[src/rtl/forwarding_control_unit.sv]
// rtl/forwarding_control_unit.sv - EX-stage operand bypass selector with saturating MEM/WB hit counters
module forwarding_control_unit #(
    parameter int DATA_WIDTH = 32,
    parameter int CNT_WIDTH  = 16
) (
    input  logic                  CLK,
    input  logic                  RESET,
    input  logic [1:0]            WB_FORWARD_EN,
    input  logic [1:0]            MEM_FORWARD_EN,
    input  logic [DATA_WIDTH-1:0] WB_RD_DATA,
    input  logic [DATA_WIDTH-1:0] MEM_RD_DATA,
    output logic                  OUT1_FORWARD_EN,
    output logic                  OUT2_FORWARD_EN,
    output logic [DATA_WIDTH-1:0] OUT1_FORWARD_DATA,
    output logic [DATA_WIDTH-1:0] OUT2_FORWARD_DATA,
    output logic [CNT_WIDTH-1:0]  MEM_HIT_COUNT,
    output logic [CNT_WIDTH-1:0]  WB_HIT_COUNT
);

    logic [1:0]           mem_sel;
    logic [1:0]           wb_sel;
    logic [1:0]           mem_inc;
    logic [1:0]           wb_inc;
    logic [CNT_WIDTH-1:0] mem_cnt_q, mem_cnt_d;
    logic [CNT_WIDTH-1:0] wb_cnt_q, wb_cnt_d;
    logic [CNT_WIDTH:0]   mem_sum;
    logic [CNT_WIDTH:0]   wb_sum;

    // MEM holds the younger producer, so it masks any WB enable for the same operand.
    always_comb begin
        mem_sel = MEM_FORWARD_EN;
        wb_sel  = WB_FORWARD_EN & ~MEM_FORWARD_EN;
    end

    always_comb begin
        OUT1_FORWARD_EN   = 1'b0;
        OUT1_FORWARD_DATA = '0;
        if (mem_sel[0]) begin
            OUT1_FORWARD_EN   = 1'b1;
            OUT1_FORWARD_DATA = MEM_RD_DATA;
        end else if (wb_sel[0]) begin
            OUT1_FORWARD_EN   = 1'b1;
            OUT1_FORWARD_DATA = WB_RD_DATA;
        end
    end

    always_comb begin
        OUT2_FORWARD_EN   = 1'b0;
        OUT2_FORWARD_DATA = '0;
        if (mem_sel[1]) begin
            OUT2_FORWARD_EN   = 1'b1;
            OUT2_FORWARD_DATA = MEM_RD_DATA;
        end else if (wb_sel[1]) begin
            OUT2_FORWARD_EN   = 1'b1;
            OUT2_FORWARD_DATA = WB_RD_DATA;
        end
    end

    // One extra sum bit catches overflow so an increment of 2 from max-1 clamps to max.
    always_comb begin
        mem_inc  = {1'b0, mem_sel[0]} + {1'b0, mem_sel[1]};
        wb_inc   = {1'b0, wb_sel[0]} + {1'b0, wb_sel[1]};
        mem_sum  = {1'b0, mem_cnt_q} + {{(CNT_WIDTH-1){1'b0}}, mem_inc};
        wb_sum   = {1'b0, wb_cnt_q} + {{(CNT_WIDTH-1){1'b0}}, wb_inc};
        mem_cnt_d = mem_sum[CNT_WIDTH] ? {CNT_WIDTH{1'b1}} : mem_sum[CNT_WIDTH-1:0];
        wb_cnt_d  = wb_sum[CNT_WIDTH]  ? {CNT_WIDTH{1'b1}} : wb_sum[CNT_WIDTH-1:0];
    end

    always_ff @(posedge CLK) begin
        if (!RESET) begin
            mem_cnt_q <= '0;
            wb_cnt_q  <= '0;
        end else begin
            mem_cnt_q <= mem_cnt_d;
            wb_cnt_q  <= wb_cnt_d;
        end
    end

    assign MEM_HIT_COUNT = mem_cnt_q;
    assign WB_HIT_COUNT  = wb_cnt_q;

endmodule

[config.mk]
export PLATFORM = sky130hd
export DESIGN_NAME = forwarding_control_unit
export DESIGN_NICKNAME = d
export VERILOG_FILES = /design/src/rtl/forwarding_control_unit.sv
export SDC_FILE = /design/constraint.sdc
export NUM_CORES = 1
export LEC_CHECK = 0
export BUFFER_PORTS_ARGS = -buffer_cell sky130_fd_sc_hd__buf_2
export CORE_MARGIN = 5
export CORE_UTILIZATION = 42
export DETAILED_ROUTE_END_ITERATION = 12
export GPL_ROUTABILITY_DRIVEN = 0
export PLACE_DENSITY = 0.84
export SYNTH_ARGS = -nofsm -noshare
export SYNTH_HDL_FRONTEND = slang
export SYNTH_SLANG_ARGS = --single-unit
[constraint.sdc]
create_clock -name CLK -period 2.6 [get_ports CLK]
set_clock_uncertainty 0.1 [all_clocks]
set_input_delay 0.13 -clock CLK [delete_from_list [all_inputs] [get_ports CLK]]
set_output_delay 0.13 -clock CLK [all_outputs]
set_load 0.03 [all_outputs]
## Yosys cells after proc, flatten, opt, wreduce, memory -nomap -nowiden

Index checks and enable logic that the tools add are counted.
Widths: inputs -> output; s select.

- Register bits: 32
- Input port bits: 70
- Output and inout bits: 98
- Word-level logic and storage cells: 18

- Bitwise gates (word level): 2
- Mux-type cells: 10
- $add $sub $neg: 4

Operators with widths:

| kind | count |
|---|---|
| $mux 32 | 4 |
| $add 16x2->17 | 2 |
| $mux 16 | 2 |
| $add 1x1->2 | 2 |
| $mux 1 | 4 |
| $and 2x2->2 | 1 |
| $not 2->2 | 1 |

## Longest topological paths before layout

- Depth in word-level cells: 5
- Depth in mapped cells: 11
- Depth with buffers taken out: 9

## Least setup slack after synthesis

OpenSTA, ideal clock, no wires.

- Kind: reg-to-reg
- Start point: register wb_cnt_q[0], in the netlist WB_HIT_COUNT[0]
- End point: register wb_cnt_q[10], in the netlist WB_HIT_COUNT[10]
- Path slack: 0.188 ns
- Data required time: 2.429 ns
- Library setup time: 0.071 ns
- Clock period less this slack: 2.412 ns
- Arrival: 2.242 ns
- Stages on the path, launching flop included: 10
- Buffers on the path: 1
- Path through: dfxtp_1 > inv_1 > fa_1 > inv_1 > ha_1 > nand3_4 > nor4_4 > nand4_2 > buf_6 > a21oi_1

- Word-level cells in the longest chain between the ends: 2

RTL lines:

| item | line | source |
|---|---|---|
| start, declared | 25 | `logic [CNT_WIDTH-1:0] wb_cnt_q, wb_cnt_d;` |
| start signal, assigned | 75 | `wb_cnt_q <= wb_cnt_d;` |
| $add 16x2->17 | 64 | `wb_sum = {1'b0, wb_cnt_q} + {{(CNT_WIDTH-1){1'b0}}, wb_inc};` |
| $mux 16 | 66 | `wb_cnt_d = wb_sum[CNT_WIDTH] ? {CNT_WIDTH{1'b1}} : wb_sum[CNT_WIDTH-1:0];` |

No other way between the ends.
A chain may end at the register's enable or synchronous reset.

## Final worst setup path

- Start point: register mem_cnt_q[0], in the netlist MEM_HIT_COUNT[0]
- End point: register mem_cnt_q[1], in the netlist MEM_HIT_COUNT[1]

- Word-level cells in the longest chain between the ends: 2

RTL lines:

| item | line | source |
|---|---|---|
| start, declared | 24 | `logic [CNT_WIDTH-1:0] mem_cnt_q, mem_cnt_d;` |
| start signal, assigned | 74 | `mem_cnt_q <= mem_cnt_d;` |
| $add 16x2->17 | 63 | `mem_sum = {1'b0, mem_cnt_q} + {{(CNT_WIDTH-1){1'b0}}, mem_inc};` |
| $mux 16 | 65 | `mem_cnt_d = mem_sum[CNT_WIDTH] ? {CNT_WIDTH{1'b1}} : mem_sum[CNT_WIDTH-1:0];` |

No other way between the ends.

==> flow_summary.ini <==
[synthesis]
synth_seq_cells = 32
postSynthAreaPerCell_um2 = 6.308
syn_nets = 459
yosys.area.top_type_share_pct = 26.38
ys_seq_area_share_pct = 26.38
synth.area.top_cells = dfxtp_1 (26%), nand2_1 (21%), o21ai_0 (13%)
synthDistinctLibCells = 30
yosysWarnings = 0
syn_inst = 385
syn_area_um2 = 2429
yosysTopAreaCell = dfxtp_1

[clock_tree]
post_cts_buffers = 0
cts_tree = done
cts.reportedPaths.clkPinSlew_ps = 70
clock_tree.root_cell = clkbuf_8
clk_path_buf_depth = 2
clk_latency_ps = 280
cts.sinks = 32
cts_inserted_buffers = 5
cts_max_level = 2

[routing]
drc = 0
drtAntennaViolNets = 0
routed-via-count = 3134
totalWireLength_um = 8330
avgViaCountPerCell = 5.138
routedWlPerCell_um = 13.66
drt_iter0_drc = 134
dr.pass1.iters = 4

[worst_setup_path]
critPathRequiredTime_ps = 2700
crit_buf_inv = 2
cpLargestDelayFamily = simple AND/OR/NAND/NOR gates
cp_cell_sequence = inv_1, fa_1, inv_1, ha_1, nand3_2, nor4_4, nand3_2, a21oi_1
cp_slowest_stage_delay_ps = 410
worstPathMaxFanout = 13
slowest_stage = nor4_4
end_kind = flip-flop
critical_path_class = flip-flop to flip-flop
crit_arrival_ps = 2460
cp-start-kind = flip-flop

[floorplanning]
core-area_um2 = 5574
start_util_pct = 43.57
io_pins = 168
rows = 27
die_area_um2 = 7403
die_width_um = 86.04
dieHeight_um = 86.04

[pwr]
powerDensity_nw_per_um2 = 434.6
clkPwrFrac_pct = 31.7
peakVddDrop_mv = 0.3905
internal_power_uw = 937.5
power_frac_comb_pct = 33.5
power_switching_uw = 540.4
p_sw_share_pct = 36.57
total_leakage_power_uw = 0.001711
seq_power_share_pct = 34.8

[layout]
nNetsFinal = 611
insertedDiodeCount = 0
syn2layout_area_growth_pct = 40.03
final_cell_mix = buf_2 (167), nand2_1 (136), o21ai_0 (64), dfxtp_1 (32), a21oi_1 (28)
layout-drive-gt1-share_pct = 35.32
final_util_pct = 61.01
final_common_cell = buf_2

[timing]
rsz0062_at_grt = no
worst_pin_slew_ps = 916.9
fmax_mhz = 424.1
finalSetupTns_ps = 0
report.final.slew_viol_count = 0
setup_viol = 0
slew_headroom_pct = 38.81
finalHoldWorstSlack_ps = 201.6
final-hold-violation-count = 0
min_period_over_period_pct = 90.69
period_needed_ps = 2358

[grt]
grt_pass1_wl_um = 12850
gr-usage-all-layers_pct = 20.98
grt_pass1_vias = 2701
grt_max_degree = 65
antenna_found_initial = 0
grt_overflow_total = 0

[placed_design]
dp_hpwl_um = 6395
port_buffers = 167

[hold_path]
hp-class = primary input to flip-flop

[run_status]
outcome = finished clean

[flow_run]
max_cap_violations = 0
through the flow:
step                cell area (µm²)  cells  worst slack [ps]  power [µW]
finish                         3401    610             242.0        1478
detailed placement             3274    601             72.24        1022
global route                   3401    610             52.43        1563
CTS                            3392    610             120.9        1493
global placement               3274    601             164.5        1017
floorplan                      2429    385             187.9       844.6
tightest hold or removal path, cell delays in order:
cell and delay [ps]:
buf_2 100, nand2_1 80, fa_1 170, a21oi_1 50
power by group through the flow:
stage,clock network (µW),logic (µW),registers (µW)
after CTS,480,499,514
after global placement,0,492,524
final,469,495,514
after global routing,505,543,515
after floorplan,0,299,546
after detailed placement,0,497,525
per-layer routing:
| metal | share of wire, % | track usage, % |
|---|---|---|
| met1 | 40 | 25.98 |
| met2 | 49 | 36.02 |
| met3 | 8.8 | 3.939 |
| met4 | 2.4 | 7.482 |
| met5 | 0 | 0 |
flip-flops by register name, summed over array words and instances, names as in the netlist:
register and count:
MEM_HIT_COUNT 16, WB_HIT_COUNT 16
what timing repair did:
action                                 4_1_cts  5_1_grt
endpoints found under the hold margin        1        0
resized for setup                            0        1
setup endpoints to repair                    0        8
hold buffers                                 1        0
cells by family (layout without fill, tap and decap cells):
logic type	after synthesis	count (layout)	share of synthesized area, %
simple gates	188	188	35.60
compound gates	98	98	21.12
buf+inv	43	196	7.007
flops	32	32	26.38
xor+xnor	20	20	7.213
fa+ha+maj	4	4	2.679
path summary, 6_finish.rpt:
kind,startpoint,end,slack (ps),depth (start not counted)
hold reg to reg,WB_HIT_COUNT[12],WB_HIT_COUNT[12],470,2
setup reg to reg,MEM_HIT_COUNT[0],MEM_HIT_COUNT[1],240,8
setup / recovery,MEM_HIT_COUNT[0],MEM_HIT_COUNT[1],240,8
hold / removal,WB_FORWARD_EN[1],WB_HIT_COUNT[0],200,4
Yosys cell counts, drive strengths merged:
| cell type | instances |
|---|---|
| nand4b | 2 |
| nor2 | 8 |
| fa | 2 |
| nand4 | 5 |
| nand3 | 9 |
| nor3 | 11 |
| xnor2 | 19 |
| nor4 | 6 |
| nor2b | 2 |
| buf | 2 |
| o211a | 1 |
| a311oi | 2 |
| ha | 2 |
| o21ai | 64 |
| dfxtp | 32 |
| and3 | 5 |
| inv | 16 |
| clkbuf | 25 |
| a31o | 2 |
| a21oi | 28 |
| xor2 | 1 |
| and2 | 2 |
| o211ai | 1 |
| or2 | 2 |
| nand2 | 136 |
area by class of cell:
type                       instances  area (µm²)
tap                               72       90.09
clock inverter                     2       35.03
multi-input combinational        310        1627
sequential                        32       640.6
inverter                          16       60.06
clock buffer                       6       72.57
timing repair buffer             172       875.8
fill                             538        2173
(Power assumes the default switching activity.)
